$ cat src/rtl/mem_arb_pkg.sv
`default_nettype none
// ============================================================================
//  Module      : mem_arb_pkg
//  Description : Shared types, defaults and grant helper for mem_arbiter.
//  Revision    : 1.0 - initial release
// ============================================================================
package mem_arb_pkg;

    localparam int ADDR_W_DEF = 16;
    localparam int DATA_W_DEF = 16;

    typedef enum logic [1:0] {
        ST_IDLE   = 2'd0,
        ST_FETCH  = 2'd1,
        ST_DATA   = 2'd2,
        ST_HALTED = 2'd3
    } arb_state_t;

    typedef enum logic {
        GNT_FETCH = 1'b0,
        GNT_DATA  = 1'b1
    } grant_t;

    // A pending halt blocks fetch, so data wins whenever fetch cannot be taken.
    function automatic logic data_wins(
        input logic   if_act,
        input logic   dm_act,
        input logic   hold_fetch,
        input grant_t last
    );
        return dm_act && (!if_act || hold_fetch || (last == GNT_FETCH));
    endfunction

endpackage
`default_nettype wire

$ cat src/rtl/mem_arbiter.sv
`default_nettype none
// ============================================================================
//  Module      : mem_arbiter
//  Description : Round-robin arbiter sharing one single-port memory between
//                instruction fetch and data access, with halt support.
//  Revision    : 1.0 - initial release
// ============================================================================
module mem_arbiter
    import mem_arb_pkg::*;
#(
    parameter int ADDR_W = ADDR_W_DEF,
    parameter int DATA_W = DATA_W_DEF
) (
    input  logic              clk,
    input  logic              rst,
    input  logic              if_req,
    input  logic [ADDR_W-1:0] if_addr,
    output logic [DATA_W-1:0] if_rdata,
    output logic              if_rdy,
    input  logic              dm_re,
    input  logic              dm_we,
    input  logic [ADDR_W-1:0] dm_addr,
    input  logic [DATA_W-1:0] dm_wdata,
    output logic [DATA_W-1:0] dm_rdata,
    output logic              dm_rdy,
    input  logic              hlt,
    output logic              mem_en,
    output logic              mem_we,
    output logic [ADDR_W-1:0] mem_addr,
    output logic [DATA_W-1:0] mem_wdata,
    input  logic [DATA_W-1:0] mem_rdata,
    input  logic              mem_rdy,
    output logic              stall,
    output logic              halted
);

    arb_state_t        r_state;
    arb_state_t        w_state_nxt;
    grant_t            r_last_grant;

    logic              r_mem_en;
    logic              r_mem_we;
    logic [ADDR_W-1:0] r_mem_addr;
    logic [DATA_W-1:0] r_mem_wdata;
    logic [DATA_W-1:0] r_if_rdata;
    logic [DATA_W-1:0] r_dm_rdata;
    logic              r_if_rdy;
    logic              r_dm_rdy;

    logic              w_if_act;
    logic              w_dm_act;
    logic              w_gnt_fetch;
    logic              w_gnt_data;
    logic              w_done;
    logic              w_halted;

    // A requester whose rdy pulse is showing is already satisfied this cycle.
    assign w_if_act = if_req & ~r_if_rdy;
    assign w_dm_act = (dm_re | dm_we) & ~r_dm_rdy;
    assign w_halted = (r_state == ST_HALTED);

    always_ff @(posedge clk or posedge rst) begin
        if (rst) begin
            r_state <= ST_IDLE;
        end else begin
            r_state <= w_state_nxt;
        end
    end

    always_comb begin
        w_state_nxt = r_state;
        w_gnt_fetch = 1'b0;
        w_gnt_data  = 1'b0;
        w_done      = 1'b0;
        case (r_state)
            ST_IDLE: begin
                if (data_wins(w_if_act, w_dm_act, hlt, r_last_grant)) begin
                    w_gnt_data  = 1'b1;
                    w_state_nxt = ST_DATA;
                end else if (hlt) begin
                    w_state_nxt = ST_HALTED;
                end else if (w_if_act) begin
                    w_gnt_fetch = 1'b1;
                    w_state_nxt = ST_FETCH;
                end
            end
            ST_FETCH, ST_DATA: begin
                if (mem_rdy) begin
                    w_done      = 1'b1;
                    w_state_nxt = ST_IDLE;
                end
            end
            ST_HALTED: begin
                w_state_nxt = ST_HALTED;
            end
            default: begin
                w_state_nxt = ST_IDLE;
            end
        endcase
    end

    always_ff @(posedge clk or posedge rst) begin
        if (rst) begin
            r_last_grant <= GNT_FETCH;
            r_mem_en     <= 1'b0;
            r_mem_we     <= 1'b0;
            r_mem_addr   <= '0;
            r_mem_wdata  <= '0;
            r_if_rdata   <= '0;
            r_dm_rdata   <= '0;
            r_if_rdy     <= 1'b0;
            r_dm_rdy     <= 1'b0;
        end else begin
            r_if_rdy <= 1'b0;
            r_dm_rdy <= 1'b0;
            if (w_gnt_data) begin
                r_last_grant <= GNT_DATA;
                r_mem_en     <= 1'b1;
                r_mem_we     <= dm_we;
                r_mem_addr   <= dm_addr;
                r_mem_wdata  <= dm_wdata;
            end else if (w_gnt_fetch) begin
                r_last_grant <= GNT_FETCH;
                r_mem_en     <= 1'b1;
                r_mem_we     <= 1'b0;
                r_mem_addr   <= if_addr;
                r_mem_wdata  <= '0;
            end else if (w_done) begin
                r_mem_en <= 1'b0;
                r_mem_we <= 1'b0;
                if (r_state == ST_FETCH) begin
                    r_if_rdata <= mem_rdata;
                    r_if_rdy   <= 1'b1;
                end else begin
                    r_dm_rdata <= mem_rdata;
                    r_dm_rdy   <= 1'b1;
                end
            end
        end
    end

    assign mem_en    = r_mem_en;
    assign mem_we    = r_mem_we;
    assign mem_addr  = r_mem_addr;
    assign mem_wdata = r_mem_wdata;
    assign if_rdata  = r_if_rdata;
    assign if_rdy    = r_if_rdy;
    assign dm_rdata  = r_dm_rdata;
    assign dm_rdy    = r_dm_rdy;
    assign halted    = w_halted;
    assign stall     = ~w_halted &
                       ((if_req & ~r_if_rdy) | ((dm_re | dm_we) & ~r_dm_rdy));

endmodule
`default_nettype wire

$ cat config.mk
export PLATFORM = sky130hd
export DESIGN_NAME = mem_arbiter
export DESIGN_NICKNAME = d
export VERILOG_FILES = /design/src/rtl/mem_arb_pkg.sv /design/src/rtl/mem_arbiter.sv
export SDC_FILE = /design/constraint.sdc
export NUM_CORES = 1
export LEC_CHECK = 0
export ABC_AREA = 1
export CAP_MARGIN = 20
export CORE_AREA = 3 3 78 109
export CTS_CLUSTER_SIZE = 28
export DETAILED_ROUTE_END_ITERATION = 10
export DIE_AREA = 0 0 81 112
export HOLD_SLACK_MARGIN = 0.03
export PLACE_DENSITY = 0.83
export SYNTH_ARGS = -nofsm -noshare
export SYNTH_HDL_FRONTEND = slang
export SYNTH_SLANG_ARGS = --single-unit
$ cat constraint.sdc
create_clock -name clk -period 3.1 [get_ports clk]
set_input_delay 0.62 -clock clk [delete_from_list [all_inputs] [get_ports clk]]
set_output_delay 0.62 -clock clk [all_outputs]
set_load 0.01 [all_outputs]
==> key figures <==
Status
  • Status: completed

CTS
  • CTS tree: done
  • H-Tree Depth: 3
  • Root Buffer: clkbuf_8
  • Clock sinks: 71
  • Postcts setup bufs: 0
  • Post-cts sizing count: 0
  • Hold_buf cts: 0
  • Total CTS buffers: 9
  • Clock Path Buffers: 2
  • Reg clk slew, reported paths: roughly 0.070 ns
  • Clock latency on the worst-skew pair: 0.33 ns

Run
  • Max Cap Violations: 0

STA
  • Minimum clock period: roughly 2.7 ns
  • Layout Skew: 0.00946 ns
  • Final setup fails: 0
  • Relative slew margins: 0.667
  • Final Hold Violating Endpoints: 0
  • Period utilization: 0.865
  • Unrepaired setup endpoints after global routing: false
  • Worst-Margin Slew: about 0.50 ns
  • Setup TNS: 0 ns
  • Max Freq: approximately 0.37 GHz
  • Final Slew Violations: 0
  • Final hold slack: ~0.47 ns

Drt
  • Vias per std cell: between 4 and 5
  • Post-DRT Antenna Nets: 0
  • 1st-iter DRT viols: 161
  • Routed WL per cell: 13.4 microns
  • Total number of vias: between 2k and 3k
  • Final WL: roughly 8400 microns
  • First-pass DRT Iterations: 4
  • DRC Markers: 0

Synthesis
  • Syn avg cell area: just over 8 sq um
  • Post-synth cell types: 19
  • Cells after Synth: 381
  • Syn_nets: between 400 and 500
  • Synth Register Bits: about 70
  • Largest cells by area after synthesis: dfrtp_1, nand2_1, inv_1, nand3b_1, nand4_1
  • Synth Warn #: 0
  • Syn Std Cell Area: around 3200 sq um
  • Yosys top cell area share: 0.561
  • Seq/Total Area, Yosys: 0.561
  • Leading area contributor after synthesis: dfrtp_1

Worst setup path
  • R2R depth: 8
  • CP required: ~2.5 ns
  • R2R Path Start: r_state[1]
  • Top Family by Delay on Critical Path: buffers and inverters
  • Worst Path Arrival: 2.06 ns
  • CP max stage delay: roughly 0.56 ns
  • Type of the worst setup path: in2out
  • Worst path cell trace: clkdlybuf4s50_1, nor2_1, nor2_1, a21oi_1, nor2_1, clkdlybuf4s50_1
  • R2R Path End: if_rdata[7]
  • WP depth: 6
  • Startpoint Class: input pin
  • Critical path buffers and inverters: 2
  • R2R Setup Slk: roughly 1.0 ns
  • Crit path capture type: output port
  • Slowest cell on the critical path: clkdlybuf4s50_1
  • Crit path max fanout: 2
  • Worst path most repeated cell: nor2_1

Finish
  • Diode count: 0
  • Final Util: 0.631
  • Fill cell count: 684
  • Nets: just under 600
  • Reg area: approximately 1800 sq um
  • Share of layout cells above drive strength 1: 0.0551
  • Synth-to-Final Area Change: 53.6%
  • Final Cell Area: 4860 sq um
  • Number of non-filler instances in the completed layout: approximately 630
  • Multi-input logic area: around 1100 sq um

Floorplan
  • Die height: around 110 microns
  • Top Ports: roughly 140
  • Initial Util: 0.411
  • Die X: just over 80 microns
  • # rows: 38
  • Die area: 9070 sq um
  • Core region area: 7700 sq um

Placed design
  • Placed cells: 610
  • Placed instance area: between 4000 and 5000 sq um
  • DP Wirelength: around 6400 microns
  • Placer Congestion: 0.822
  • Port Buffers: between 100 and 150

Power
  • Pwr/cell area: approximately 950 nW/um^2
  • Worst IR Drop VDD: 0.597 mV
  • Static leakage: between 0.002 and 0.0025 uW

Worst hold path
  • Tightest Hold Check Type: reg2reg
  • Hold endpoint: dm_rdata[5]
  • Hold path depth: 2
  • Hold path startpoint: dm_rdata[5]

Global route
  • Largest net degree at the start of global routing: 35
  • GR Util All Layers: 0.195
  • First-pass GRT wire length: between 10,000 and 15,000 microns
  • Initial antenna violation count: 0
  • GRT overflow: 0
  • Vias in the first global route: approximately 2.9k
==> worst min-delay path, stage by stage (launching register included) <==
cell and delay, ns:
dfrtp_1 0.34, nand2_1 0.06, nand2_1 0.05
==> routing by layer <==
metal / vias to the layer above / wire [microns] / GRT usage
met3: 10 / 513 / 0.0502
li1: 1466 / - / -
met5: - / 0 / 0
met2: 96 / 4380 / 0.337
met4: 0 / 144 / 0.0609
met1: 1359 / 3330 / 0.233
==> state kept, by name (all words and copies together), names as in the netlist <==
name          flops
dm_rdata         16
mem_addr         16
mem_we            1
mem_wdata        16
r_last_grant      1
mem_en            1
if_rdy            1
r_state           2
if_rdata         16
dm_rdy            1
==> kinds of logic after synthesis <==
kind of cell | share of synthesized area
DFF | 0.561
AOI/OAI and AO/OA | 0.0368
buffers and inverters | 0.0834
adders and majority gates | 0.0119
and+or+nand+nor | 0.307
==> per-stage QoR <==
stage | power [uW] | worst slack [ns]
floorplan | 2720 | 0.683
global placement | 3840 | 0.473
detailed placement | 3930 | 0.443
CTS | 4690 | 0.424
global route | 5000 | 0.361
finish | 4630 | 0.419
==> worst max-delay path by stage <==
stage | from | to | slack (ns)
after floorplan | rst | dm_rdata[0] | 0.68
after global placement | dm_we | stall | 0.47
after detailed placement | dm_we | stall | 0.44
after CTS | dm_we | stall | 0.42
after global routing | dm_we | stall | 0.36
final | dm_we | stall | 0.42
==> cell usage after synthesis, drive strengths merged <==
cell type  instances
o21ai             18
nand2            161
nand3             22
ha                 3
nand4             17
nand3b            16
inv               43
buf               13
clkbuf             5
a21oi              3
clkinv             3
nor2               6
dfrtp             71
==> power by group <==
group	internal, uW	total, uW	switching, uW
registers	1370	1620	256
clock network	414	752	338
logic	1130	2260	1140
total	2900	4630	1730
==> layout by cell type, fill, tap and decap left out <==
master,count
inv_2,2
clkinv_4,1
nor2_1,6
nand3b_1,16
nand3_2,1
nand2_1,160
o21ai_0,17
clkinv_1,2
nand4_1,17
nand3_1,21
buf_4,7
bufinv_16,1
o21ai_4,1
clkbuf_8,11
clkdlybuf4s50_1,140
dfrtp_1,71
ha_1,3
clkinv_2,3
inv_1,41
a21oi_1,3
nand2_2,1
clkinvlp_4,1
==> cell type report <==
cell class | instances | area share
sequential | 71 | 0.365
tap | 100 | 0.0257
timing repair buffer | 147 | 0.299
multi-input combinational | 246 | 0.231
clock inverter | 5 | 0.0116
clock buffer | 11 | 0.0311
inverter | 46 | 0.0358
Note: power is estimated with default switching activity, not from simulation.
==> patch: new RTL, config.mk and constraints unchanged <==
Make the reset (`rst`) synchronous in 2 clocked blocks.
--- a/src/rtl/mem_arbiter.sv
+++ b/src/rtl/mem_arbiter.sv
@@ -59,7 +59,7 @@
     assign w_dm_act = (dm_re | dm_we) & ~r_dm_rdy;
     assign w_halted = (r_state == ST_HALTED);
 
-    always_ff @(posedge clk or posedge rst) begin
+    always_ff @(posedge clk) begin
         if (rst) begin
             r_state <= ST_IDLE;
         end else begin
@@ -99,7 +99,7 @@
         endcase
     end
 
-    always_ff @(posedge clk or posedge rst) begin
+    always_ff @(posedge clk) begin
         if (rst) begin
             r_last_grant <= GNT_FETCH;
             r_mem_en     <= 1'b0;
Check against the original RTL: differs if rst is asserted again (counterexample within 4 cycles, from zero or initial values and one cycle with rst high); with rst held inactive, the same outputs for 4 cycles.
==> patch against the original RTL <==
- combinational power decreased by 27%
- sequential cell count unchanged
- synthesized cell count increased by 5.0%
- synthesized area decreased by 8.0%
- power decreased by 20%
- utilization decreased by 4.1 points
- routed wire length increased by 4.3%
- setup slack improved by 0.15 ns
- cell area decreased by 6.5%
==> patch: results (changes against the original RTL) <==
Pwr
  • Lkg Pwr: 1.91 nW (-22%)
  • Cell-internal power: 0.00235 W (-19%)
  • Peak supply drop: 0.000497 V (-17%)

Yosys
  • Seq/Total Area, Yosys: 48.8% (-7.3 points)
  • Mapped Avg Cell Area: 7.28 um2 (-12%)
  • Syn Nets: 474 (+4.2%)
  • Yosys warning total: 0 (unchanged)
  • Commonest cells in the netlist: 112 x nand2_1, 71 x dfxtp_1, 54 x a21oi_1
  • Yosys cell types: 20 (+1)
  • Leading post-synthesis cells by cell area: dfxtp_1 49%, nand2_1 14%, a21oi_1 9.3%
  • FFs w/ async S/R, synth: 0% (-100 points)

Layout
  • Layout fillers: 702 (+2.6%)
  • Share of cells above drive strength 1: 5.02% (-0.49 points)
  • Nets: 607 (+2.0%)
  • Ant diodes: 0 (unchanged)

Critical path
  • Reg2Reg Setup Slack: 1.14 ns (+0.10 ns)
  • Worst Path Arrival: 1.91 ns (-0.15 ns)
  • Crit Path Max Fanout: 4 (+2)
  • CP max stage cell: clkdlybuf4s50_1
  • Max stage delay on crit path: 0.55 ns

Global route
  • First-pass GRT wire length: 13.7 mm (-1.2%)
  • Initial antenna violation count: 0 (unchanged)
  • Gr usage total: 19.4% (-0.15 points)
  • Largest net degree at the start of global routing: 38 (+8.6%)

Hold path
  • Min-Delay Path Class: reg2reg

Routing
  • Routed vias: 3037 (+3.6%)
  • Pre-antenna DRT Iters: 4 (unchanged)
  • Total wire length: 8.72 mm (+4.3%)
  • 1st-iter DRT viols: 118 (-27%)
  • Mean routed wirelength per cell: 13.7 um (+2.4%)

Placement
  • DPL Wire Length: 6.50 mm (+1.4%)
  • RePlAce Congestion: 0.757 (-8.0%)
  • Post-DP Area: 0.00434 mm2 (-6.8%)
  • # placed instances: 622 (+2.0%)
  • Port Buffers: 140 (unchanged)

Timing
  • Fin Clk Skew: 0.00623 ns (-0.00324 ns)
  • Worst Tran Pin Value: 0.550 ns (+0.0534 ns)

Clock tree
  • Root Driver: clkbuf_8
  • Max H-tree Level: 3 (unchanged)
  • Post-CTS Setup Inserts: 0 (unchanged)
  • CTS Buf Count: 9 (unchanged)
  • Max clock buf depth: 2 (unchanged)
  • Clk_lat worst skew: 0.33 ns (about the same)
  • # resized after CTS: 0 (unchanged)

Status
  • Status: completed
[patch: power by group through the flow]
stage / Combinational (W) / Sequential (W) / Clock, W
6_report: 0.00166 / 0.00130 / 0.000759
5_1_grt: 0.00184 / 0.00133 / 0.000830
4_1_cts: 0.00168 / 0.00130 / 0.000791
3_5_place_dp: 0.00167 / 0.00132 / 0
3_3_place_gp: 0.00162 / 0.00131 / 0
2_1_floorplan: 0.000863 / 0.00142 / 0
[patch: layer usage]
metal	track usage [%]	vias to the layer above	share of wire [%]
li1	-	1529	-
met4	8.91	0	2.8
met1	20.3	1369	38
met5	0	-	0
met3	6.15	19	8.1
met2	34.2	120	51
[patch: cells by family (layout without fill, tap and decap cells)]
group / count (synthesis) / count (layout) / share of synthesized area (%)
AND/OR/NAND/NOR: 174 / 174 / 24.7
AO/OA/AOI/OAI: 87 / 87 / 15.2
flip-flops: 71 / 71 / 48.8
buffers and inverters: 65 / 203 / 10.0
adder cells (fa/ha/maj): 3 / 3 / 1.29
[patch: cell type report]
cell class / count / area, um2 / area share (%)
flip-flops and latches: 71 / 1420 / 31.3
clock buffers: 13 / 169 / 3.71
well taps: 100 / 125 / 2.75
multi-input cells: 264 / 1200 / 26.4
repair buffers: 144 / 1430 / 31.5
clock inverters: 3 / 40.0 / 0.881
inverters: 43 / 161 / 3.55
[patch: worst max-delay path: cells and delay by family]
kind / cells / cell delay [ns]
buffers and inverters: 2 / 1.07
and+or+nand+nor: 1 / 0.07
AOI/OAI and AO/OA: 1 / 0.15
[patch: path summary, 6_finish.rpt]
path                                                    to                        from  depth (start not counted)
worst max-delay path                                 stall                      if_req                          4
worst min register to register  mem_wdata[10]$_SDFFE_PP0P_  mem_wdata[10]$_SDFFE_PP0P_                          2
worst max register to register    mem_addr[0]$_SDFFE_PP0P_     r_state[1]$_SDFFE_PP0P_                          6
worst min-delay path            mem_wdata[10]$_SDFFE_PP0P_  mem_wdata[10]$_SDFFE_PP0P_                          2
[patch: through the flow]
stage / worst slack (ns) / hold WS (ns)
after floorplan: 1.55 / 0.440
after global placement: 0.564 / 0.449
after detailed placement: 0.562 / 0.457
after CTS: 0.576 / 0.470
after global routing: 0.496 / 0.481
final: 0.568 / 0.464
